--- config.mk ---
export PLATFORM = sky130hd
export DESIGN_NAME = capture_cmd_sequencer
export DESIGN_NICKNAME = d
export VERILOG_FILES = /design/src/rtl/capture_cmd_sequencer.sv
export SDC_FILE = /design/constraint.sdc
export NUM_CORES = 1
export LEC_CHECK = 0
export CELL_PAD_IN_SITES_DETAIL_PLACEMENT = 0
export CELL_PAD_IN_SITES_GLOBAL_PLACEMENT = 1
export CORE_MARGIN = 3
export CORE_UTILIZATION = 40
export CTS_BUF_LIST = sky130_fd_sc_hd__clkbuf_16
export DETAILED_ROUTE_END_ITERATION = 7
export DONT_BUFFER_PORTS = 1
export PLACE_DENSITY_LB_ADDON = 0.1
export SYNTH_ARGS = -nofsm -noshare
export SYNTH_HDL_FRONTEND = slang
export SYNTH_SLANG_ARGS = --single-unit
export TNS_END_PERCENT = 100
--- constraint.sdc ---
create_clock -name clk -period 4.8 [get_ports clk]
set_clock_uncertainty 0.05 [all_clocks]
set_input_delay 0.48 -clock clk [delete_from_list [all_inputs] [get_ports clk]]
set_output_delay 0.48 -clock clk [all_outputs]
set_load 0.02 [all_outputs]
--- src/rtl/capture_cmd_sequencer.sv ---
// Host-side sequencer for a logic-analyzer capture core: turns host operations into
// strobed command/ACK handshakes on the core's command bus, with startup delay and ack timeout.
module capture_cmd_sequencer #(
    parameter int STARTUP_DELAY_CLKS = 50,
    parameter int ACK_TIMEOUT_CLKS   = 1024
) (
    input  logic        clk,
    input  logic        reset,
    input  logic        req_valid,
    input  logic [1:0]  req_op,
    input  logic [31:0] pre_trigger_count,
    input  logic [31:0] total_sample_count,
    output logic        req_ready,
    output logic        done,
    output logic        error,
    output logic [31:0] result,
    output logic [7:0]  command,
    output logic        commandStrobe,
    output logic [7:0]  regIn0,
    output logic [7:0]  regIn1,
    output logic [7:0]  regIn2,
    output logic [7:0]  regIn3,
    output logic [7:0]  regIn4,
    output logic [7:0]  regIn5,
    output logic [7:0]  regIn6,
    output logic [7:0]  regIn7,
    input  logic [7:0]  regOut0,
    input  logic [7:0]  regOut1,
    input  logic [7:0]  regOut2,
    input  logic [7:0]  regOut3,
    input  logic [7:0]  status
);
    // Counter widths leave headroom so the "+1" compare never wraps.
    localparam int SW = $clog2(STARTUP_DELAY_CLKS + 2);
    localparam int TW = $clog2(ACK_TIMEOUT_CLKS + 2);

    localparam logic [7:0] CMD_NOP        = 8'h00;
    localparam logic [7:0] CMD_START      = 8'h01;
    localparam logic [7:0] CMD_ABORT      = 8'h02;
    localparam logic [7:0] CMD_BUF_CFG    = 8'h04;
    localparam logic [7:0] CMD_READ_SIZE  = 8'h06;
    localparam logic [7:0] CMD_ACK        = 8'h08;
    localparam logic [7:0] CMD_READ_TRIG  = 8'h10;

    localparam logic [1:0] OP_CONFIG_START = 2'd0;
    localparam logic [1:0] OP_ABORT        = 2'd1;
    localparam logic [1:0] OP_READ_SIZE    = 2'd2;
    localparam logic [1:0] OP_READ_TRIG    = 2'd3;

    typedef enum logic [3:0] {
        ST_STARTUP,
        ST_IDLE,
        ST_LOAD,
        ST_STROBE,
        ST_WAIT_ACK,
        ST_SEND_ACK,
        ST_WAIT_CLR,
        ST_FINISH,
        ST_FAIL
    } state_t;

    state_t         r_state;
    logic [SW-1:0]  r_startup_cnt;
    logic [TW-1:0]  r_tmo_cnt;
    logic [1:0]     r_op;
    logic           r_step;
    logic [7:0]     r_command;
    logic           r_strobe;
    logic [31:0]    r_total;
    logic [31:0]    r_pre;
    logic [31:0]    r_result;
    logic           r_ready;
    logic           r_done;
    logic           r_error;

    logic [SW-1:0]  w_startup_nxt;
    logic           w_startup_done;
    logic [TW-1:0]  w_tmo_nxt;
    logic           w_tmo_expired;
    logic           w_accept;
    logic           w_cfg_bad;
    logic           w_ack;
    logic           w_is_read;
    logic           w_more;
    logic [7:0]     w_first_cmd;
    logic           w_unused_status;

    assign w_startup_nxt   = r_startup_cnt + 1'b1;
    assign w_startup_done  = (w_startup_nxt >= SW'(STARTUP_DELAY_CLKS));
    assign w_tmo_nxt       = r_tmo_cnt + 1'b1;
    assign w_tmo_expired   = (w_tmo_nxt >= TW'(ACK_TIMEOUT_CLKS));
    assign w_accept        = req_valid && r_ready;
    assign w_cfg_bad       = (total_sample_count == 32'd0) || (total_sample_count < pre_trigger_count);
    assign w_ack           = status[3];
    assign w_is_read       = (r_op == OP_READ_SIZE) || (r_op == OP_READ_TRIG);
    // Only CONFIG_START has a second command (START) after BUFFER_CONFIGURE.
    assign w_more          = (r_op == OP_CONFIG_START) && !r_step;
    assign w_unused_status = ^{status[7:4], status[2:0]};

    always_comb begin
        w_first_cmd = CMD_NOP;
        case (req_op)
            OP_CONFIG_START: w_first_cmd = CMD_BUF_CFG;
            OP_ABORT:        w_first_cmd = CMD_ABORT;
            OP_READ_SIZE:    w_first_cmd = CMD_READ_SIZE;
            OP_READ_TRIG:    w_first_cmd = CMD_READ_TRIG;
            default:         w_first_cmd = CMD_NOP;
        endcase
    end

    always_ff @(posedge clk or posedge reset) begin
        if (reset) begin
            r_state       <= ST_STARTUP;
            r_startup_cnt <= '0;
            r_tmo_cnt     <= '0;
            r_op          <= OP_CONFIG_START;
            r_step        <= 1'b0;
            r_command     <= CMD_NOP;
            r_strobe      <= 1'b0;
            r_total       <= 32'd0;
            r_pre         <= 32'd0;
            r_result      <= 32'd0;
            r_ready       <= 1'b0;
            r_done        <= 1'b0;
            r_error       <= 1'b0;
        end else begin
            r_strobe <= 1'b0;
            r_done   <= 1'b0;
            r_error  <= 1'b0;
            case (r_state)
                ST_STARTUP: begin
                    r_startup_cnt <= w_startup_nxt;
                    if (w_startup_done) begin
                        r_state <= ST_IDLE;
                        r_ready <= 1'b1;
                    end
                end
                ST_IDLE: begin
                    if (w_accept) begin
                        r_ready <= 1'b0;
                        r_op    <= req_op;
                        r_step  <= 1'b0;
                        if (req_op == OP_CONFIG_START && w_cfg_bad) begin
                            r_state   <= ST_FAIL;
                            r_error   <= 1'b1;
                            r_command <= CMD_NOP;
                        end else begin
                            if (req_op == OP_CONFIG_START) begin
                                r_total <= total_sample_count;
                                r_pre   <= pre_trigger_count;
                            end
                            r_command <= w_first_cmd;
                            r_state   <= ST_LOAD;
                        end
                    end
                end
                ST_LOAD: begin
                    r_strobe <= 1'b1;
                    r_state  <= ST_STROBE;
                end
                ST_STROBE: begin
                    r_tmo_cnt <= '0;
                    r_state   <= ST_WAIT_ACK;
                end
                ST_WAIT_ACK: begin
                    if (w_ack) begin
                        if (w_is_read)
                            r_result <= {regOut3, regOut2, regOut1, regOut0};
                        r_command <= CMD_ACK;
                        r_strobe  <= 1'b1;
                        r_state   <= ST_SEND_ACK;
                    end else if (w_tmo_expired) begin
                        r_command <= CMD_NOP;
                        r_error   <= 1'b1;
                        r_state   <= ST_FAIL;
                    end else begin
                        r_tmo_cnt <= w_tmo_nxt;
                    end
                end
                ST_SEND_ACK: begin
                    r_tmo_cnt <= '0;
                    r_state   <= ST_WAIT_CLR;
                end
                ST_WAIT_CLR: begin
                    if (!w_ack) begin
                        if (w_more) begin
                            r_step    <= 1'b1;
                            r_command <= CMD_START;
                            r_state   <= ST_LOAD;
                        end else begin
                            r_command <= CMD_NOP;
                            r_done    <= 1'b1;
                            r_state   <= ST_FINISH;
                        end
                    end else if (w_tmo_expired) begin
                        r_command <= CMD_NOP;
                        r_error   <= 1'b1;
                        r_state   <= ST_FAIL;
                    end else begin
                        r_tmo_cnt <= w_tmo_nxt;
                    end
                end
                ST_FINISH, ST_FAIL: begin
                    r_state <= ST_IDLE;
                    r_ready <= 1'b1;
                end
                default: begin
                    r_command <= CMD_NOP;
                    r_state   <= ST_IDLE;
                    r_ready   <= 1'b1;
                end
            endcase
        end
    end

    assign req_ready     = r_ready;
    assign done          = r_done;
    assign error         = r_error;
    assign result        = r_result;
    assign command       = r_command;
    assign commandStrobe = r_strobe;
    assign regIn0        = r_total[7:0];
    assign regIn1        = r_total[15:8];
    assign regIn2        = r_total[23:16];
    assign regIn3        = r_total[31:24];
    assign regIn4        = r_pre[7:0];
    assign regIn5        = r_pre[15:8];
    assign regIn6        = r_pre[23:16];
    assign regIn7        = r_pre[31:24];

endmodule

==> impl_metrics.csv, run 1 <==
group,metric,value,unit
logic_synthesis,synth_top_area_share,49.8,%
die,fp-row-count,46,
detailed_routing,wl_per_cell,19.6,um
die,die_area,18200,sq um
layout,final_layout_size_suffix_gt1_share,26.9,%
clock_tree,cts_tree,"built",
critical_path,cpPeakStageDelay,540,ps
die,core,16100,sq um
flow_run,max-cap-violations,0,
logic_synthesis,yosysWarnings,0,
critical_path,worstSetupPathType,"input port to flip-flop",
critical_path,r2r_end,"r_pre[24]",
critical_path,r2r-start,"r_state[0]",
sta,max_slew_margin,39.6,%
sta,rsz0062_at_grt,"false",
logic_synthesis,async_reset_ff_share,100,%
logic_synthesis,synth_cell_types,52,
die,die-height,135,um
critical_path,ff2ff_setup_slack,2230,ps
logic_synthesis,avgSynthCellArea,12.9,sq um
clock_tree,clock_path_buffers,2,
clock_tree,cts_root_buffer,"clkbuf_16",
pwr,p_leak,3.69,nW
detailed_routing,drtIter0Drc,217,
layout,finalNetCount,669,
logic_synthesis,yosysMostFrequentCell,"dfrtp_1",
critical_path,cp.arrival,2850,ps
global_route,overflow,0,
logic_synthesis,netlist_instances,515,
global_route,top_usage_layer,"met2",
global_route,grt_max_degree,102,
clock_tree,cts.sinks,132,
critical_path,start_kind,"input port",
global_route,grt_use_met3,7.60,%
clock_tree,cts_made_buffers,17,
critical_path,crit_chain,"inv_1 > ha_1 > a2111oi_0 > o311a_1 > o32ai_2 > o21bai_4 > buf_4 > mux2_2",
logic_synthesis,synth_common_cells,"dfrtp_1, mux2_4, inv_1",
die,io_pins,217,
logic_synthesis,synthesis.area,6640,sq um
global_route,grt.total_usage,16.4,%
critical_path,path_max_fanout,37,
placed_design,dp_hpwl,11000,um
sta,drv_slew,0,
sta,post-route-min-period,2600,ps
detailed_routing,vias_per_cell,5.33,
pwr,ir_drop,0.258,mV
die,start_util,41.3,%
clock_tree,cts_hold_buffers,0,
layout,final_core_util,45.8,%
detailed_routing,drc,0,
clock_tree,clk_latency,420,ps
layout,diodes,0,
critical_path,reg2reg_depth,7,
sta,setup_viol,0,
detailed_routing,vias,4000,
placed_design,io_buffers,0,
sta,finalHoldViolCount,0,
global_route,grt_pass1_wl,23200,um
detailed_routing,ant_nets,0,
logic_synthesis,synth_edf_count,0,
critical_path,crit_family,"compound AO/OA/AOI/OAI gates",
global_route,antenna_found_initial,0,
outcome,status,"completed",
logic_synthesis,synth_flop_cell,"dfrtp_1",
pwr,power.total,4.89,mW
clock_tree,cts_resized,0,
clock_tree,clkTransAtPathRegs,60,ps
layout,area_growth,10.8,%
global_route,use_met1,19.5,%
critical_path,cp-end-kind,"flip-flop",
pwr,powerDensity,665,nW/um^2
critical_path,critPathSlowestCell,"buf_4",
global_route,grt_pass1_vias,4291,
sta,timing.setup.tns,0,ps
logic_synthesis,ys_seq_elements,132,
layout,layout.area.seq,3300,sq um
layout,postLayoutCellArea,7360,sq um
layout,fill_cells,1478,
layout,multi_input_area,3010,sq um
global_route,grt_util_met2,26.9,%
die,die_w,135,um
critical_path,critical_path_buf_inv_count,2,
clock_tree,cts_setup_buffers,0,
detailed_routing,drtPass1Iterations,4,
logic_synthesis,yosysTopAreaCell,"dfrtp_1",
placed_design,gp_congestion,0.764,
sta,fmax,0.384,GHz
sta,tightest_slew,907,ps
min_path,min_path_type,"input port to asynchronous set/reset pin",
placed_design,place_area,6780,sq um
logic_synthesis,syn_nets,662,
sta,finalCritPeriodShare,54.2,%
logic_synthesis,synthTopCellsByArea,"dfrtp_1, mux2_4, ha_1",
critical_path,crit_required,5050,ps
logic_synthesis,synth-seq-area-share,49.8,%
detailed_routing,drt_wl_total,14700,um
clock_tree,h-tree-depth,4,
## report_power, final
| group | switching [mW] | internal, mW | total, mW |
|---|---|---|---|
| Sequential | 0.966 | 1.59 | 2.55 |
| Combinational | 0.404 | 0.648 | 1.05 |
| Clock | 0.519 | 0.768 | 1.29 |
| Total | 1.89 | 3.00 | 4.89 |
## layout by cell type (no fill, tap or decap), types with 2 or more instances in the layout
cell / Yosys / final
nor3_1: 5 / 5
mux2_4: 60 / 60
ha_1: 38 / 38
dfrtp_1: 132 / 132
xor2_1: 9 / 9
nor3b_1: 2 / 2
nor2_1: 17 / 17
mux2_2: 39 / 39
nand2b_1: 6 / 6
a21o_1: 3 / 3
o31ai_1: 4 / 4
nand4_1: 12 / 12
a22o_1: 3 / 3
a31oi_1: 7 / 7
and2_1: 7 / 7
or3_1: 2 / 2
and4_1: 6 / 6
inv_6: 0 / 5
a21oi_1: 15 / 15
inv_1: 41 / 41
o21a_1: 2 / 2
o21ai_0: 15 / 15
xnor2_1: 6 / 6
a221oi_1: 2 / 2
clkinv_4: 0 / 3
and3_1: 5 / 5
nor4_1: 10 / 10
nand3_1: 10 / 10
nand3b_1: 2 / 2
clkinvlp_4: 0 / 3
bufinv_16: 0 / 2
buf_4: 1 / 5
nand2_1: 20 / 20
clkbuf_16: 0 / 17
## worst max-delay path by stage
stage / startpoint / endpoint / slack (ps) / cells after the start
after global routing: pre_trigger_count[23] / r_total[27] / 1990 / 9
after global placement: pre_trigger_count[1] / r_total[27] / 1770 / 8
after CTS: pre_trigger_count[1] / r_total[27] / 2180 / 8
after detailed placement: pre_trigger_count[1] / r_total[27] / 1730 / 8
after floorplan: reset / commandStrobe / 740 / 1
final: pre_trigger_count[1] / r_total[27] / 2200 / 8
## layout make-up
cell class | instances | area share, %
clock buffers | 17 | 5.78
repair buffers | 5 | 0.510
clock inverters | 15 | 2.13
multi-input cells | 325 | 40.9
flip-flops and latches | 132 | 44.9
inverters | 41 | 2.16
well taps | 216 | 3.67
## layer usage
metal | vias to the layer above | share of wire [%]
met5 | - | 0
met4 | 0 | 1.0
met3 | 10 | 9.6
met2 | 161 | 48
met1 | 1979 | 41
li1 | 1850 | -
## stage by stage
step                      hold WS [ps]  cells  setup WS [ps]
after global placement             434    719           1770
after floorplan                    417    515            744
after global routing              75.9    751           1990
after detailed placement           451    719           1730
after CTS                         80.2    751           2180
final                             63.0    751           2200
## cells by family after synthesis
logic type                 share of synthesized area (%)
AOI/OAI and AO/OA                                   6.41
and+or+nand+nor                                     9.42
muxes                                               20.2
adders and majority gates                           7.16
xor gates and xnor gates                            1.98
DFF                                                 49.8
buffers and inverters                               5.07
## sequential cells by signal, indices dropped and copies added, names as in the netlist, 2 cells and up
signal	count
command	8
r_op	2
r_pre	32
r_startup_cnt	6
r_state	4
r_tmo_cnt	11
r_total	32
result	32
No activity file was read; power rests on OpenSTA's default activity.
==> run 2, diff against run 1 <==
==> constraint.sdc (replaced) <==
create_clock -name clk -period 2.48 [get_ports clk]
set_clock_uncertainty 0.05 [all_clocks]
set_input_delay 0.248 -clock clk [delete_from_list [all_inputs] [get_ports clk]]
set_output_delay 0.248 -clock clk [all_outputs]
set_load 0.02 [all_outputs]
==> run 2 against run 1 <==
  * Flip-flop and latch count unchanged
  * Wire length up 7.2%
  * Global-route usage up 1.3 points
  * Critical path depth down 1
  * Sequential power up 92%
  * Final area is 15% higher
  * Worst hold slack got worse by 32 ps
  * Core utilization is 7.1 points higher
  * Total power rose by 100%
  * First-iteration DRC count shrank 9.2%
==> impl_metrics.csv, run 2 (synthesis gave the netlist of run 1 again) <==
group,metric,value,unit
clock_tree,clkTransAtPathRegs,60,ps
critical_path,worstSetupPathType,"flip-flop to flip-flop",
min_path,min_path_type,"input port to flip-flop",
layout,postLayoutCellArea,8490,sq um
sta,timing.setup.tns,0,ps
critical_path,crit_required,2730,ps
detailed_routing,drt_wl_total,15800,um
sta,setup_ws,311,ps
layout,diodes,0,
global_route,overflow,0,
detailed_routing,drtPass1Iterations,5,
die,start_util,41.3,%
placed_design,place_ws,7.15,ps
layout,layout.area.seq,3300,sq um
outcome,status,"completed",
critical_path,path_max_fanout,10,
clock_tree,cts_root_buffer,"clkbuf_16",
sta,drv_slew,0,
sta,fmax,0.461,GHz
layout,fill_cells,1336,
pwr,ir_drop,0.496,mV
layout,finalNetCount,781,
global_route,grt_max_degree,133,
global_route,grt_pass1_wl,25100,um
placed_design,io_buffers,0,
clock_tree,h-tree-depth,4,
clock_tree,cts.sinks,132,
global_route,grt.total_usage,17.7,%
sta,setup_viol,0,
critical_path,cp-end-kind,"flip-flop",
sta,finalCritPeriodShare,87.5,%
critical_path,start_kind,"flip-flop",
die,fp-row-count,46,
clock_tree,cts_resized,0,
placed_design,place_area,6890,sq um
detailed_routing,ant_nets,0,
clock_tree,cts_tree,"built",
pwr,p_leak,4.19,nW
sta,hold_slack,30.7,ps
layout,final_layout_size_suffix_gt1_share,24.3,%
layout,multi_input_area,3010,sq um
die,die-height,135,um
flow_run,max-cap-violations,0,
layout,area_growth,27.9,%
sta,max_slew_margin,45.1,%
placed_design,gp_congestion,0.752,
sta,rsz0062_at_grt,"false",
die,io_pins,217,
clock_tree,clk_latency,410,ps
die,core,16100,sq um
detailed_routing,wl_per_cell,18.3,um
global_route,antenna_found_initial,0,
clock_tree,cts_made_buffers,17,
detailed_routing,drc,0,
global_route,grt_pass1_vias,4768,
placed_design,dp.cells,731,
detailed_routing,vias_per_cell,5.14,
sta,finalHoldViolCount,0,
detailed_routing,drtIter0Drc,197,
layout,instances_no_fill,863,
die,die_w,135,um
die,die_area,18200,sq um
detailed_routing,vias,4438,
clock_tree,clock_path_buffers,2,
pwr,powerDensity,1150,nW/um^2
sta,tightest_slew,823,ps
placed_design,dp_hpwl,11000,um
sta,post-route-min-period,2170,ps
layout,final_common_cell,"dfrtp_1",
critical_path,cp.arrival,2420,ps
layout,layout_common_cells,"dfrtp_1, dlygate4sd3_1, mux2_4",
## run 2: final timing paths
kind                          startpoint            end  slack (ps)  cells past startpoint
max in group asynchronous          reset      r_pre[25]        1320                      3
setup reg to reg            r_tmo_cnt[0]   r_tmo_cnt[4]         310                      7
setup / recovery            r_tmo_cnt[0]   r_tmo_cnt[4]         310                      7
hold reg to reg            r_tmo_cnt[10]  r_tmo_cnt[10]         460                      2
min in group asynchronous          reset    r_total[26]         350                      3
hold / removal                 status[3]     r_state[2]          30                      2
## run 2: timing repair
item | in CTS | in global routing
hold endpoints to repair | 231 | 0
hold buffers | 100 | 0
setup buffers | 0 | 0
## run 2: critical path: stages (launching register included)
cell and delay (ps):
dfrtp_1 420, ha_1 290, and2_1 190, and4_1 230
o31ai_4 390, nand4_1 190, xnor2_1 150, and2_1 150
## run 2: final cells by class
| type | count | share of cell area (%) |
|---|---|---|
| timing repair buffer | 117 | 13.6 |
| clock buffer | 17 | 5.01 |
| tap | 216 | 3.18 |
| inverter | 41 | 1.86 |
| clock inverter | 15 | 2.08 |
| multi-input combinational | 325 | 35.4 |
| sequential | 132 | 38.9 |
## run 2: routing by layer
metal  vias up  track usage [%]  routed length (um)
met5         -                0                   0
met4         0             5.60                 270
met3        15             6.56                1200
met2       163             29.2                7680
met1      2188             21.6                6620
li1       2072                -                   -
## run 2: through the flow
step / power [mW] / utilization (%)
global placement: 7.08 / 42.9
finish: 9.78 / 52.9
CTS: 9.89 / 52.9
floorplan: 6.48 / -
global route: 10.3 / 52.9
detailed placement: 7.14 / 42.9
## run 2: power by group
group / internal (mW) / switching (mW) / total, mW
clock: 1.59 / 0.969 / 2.55
combinational: 1.44 / 0.888 / 2.32
sequential: 3.07 / 1.83 / 4.90
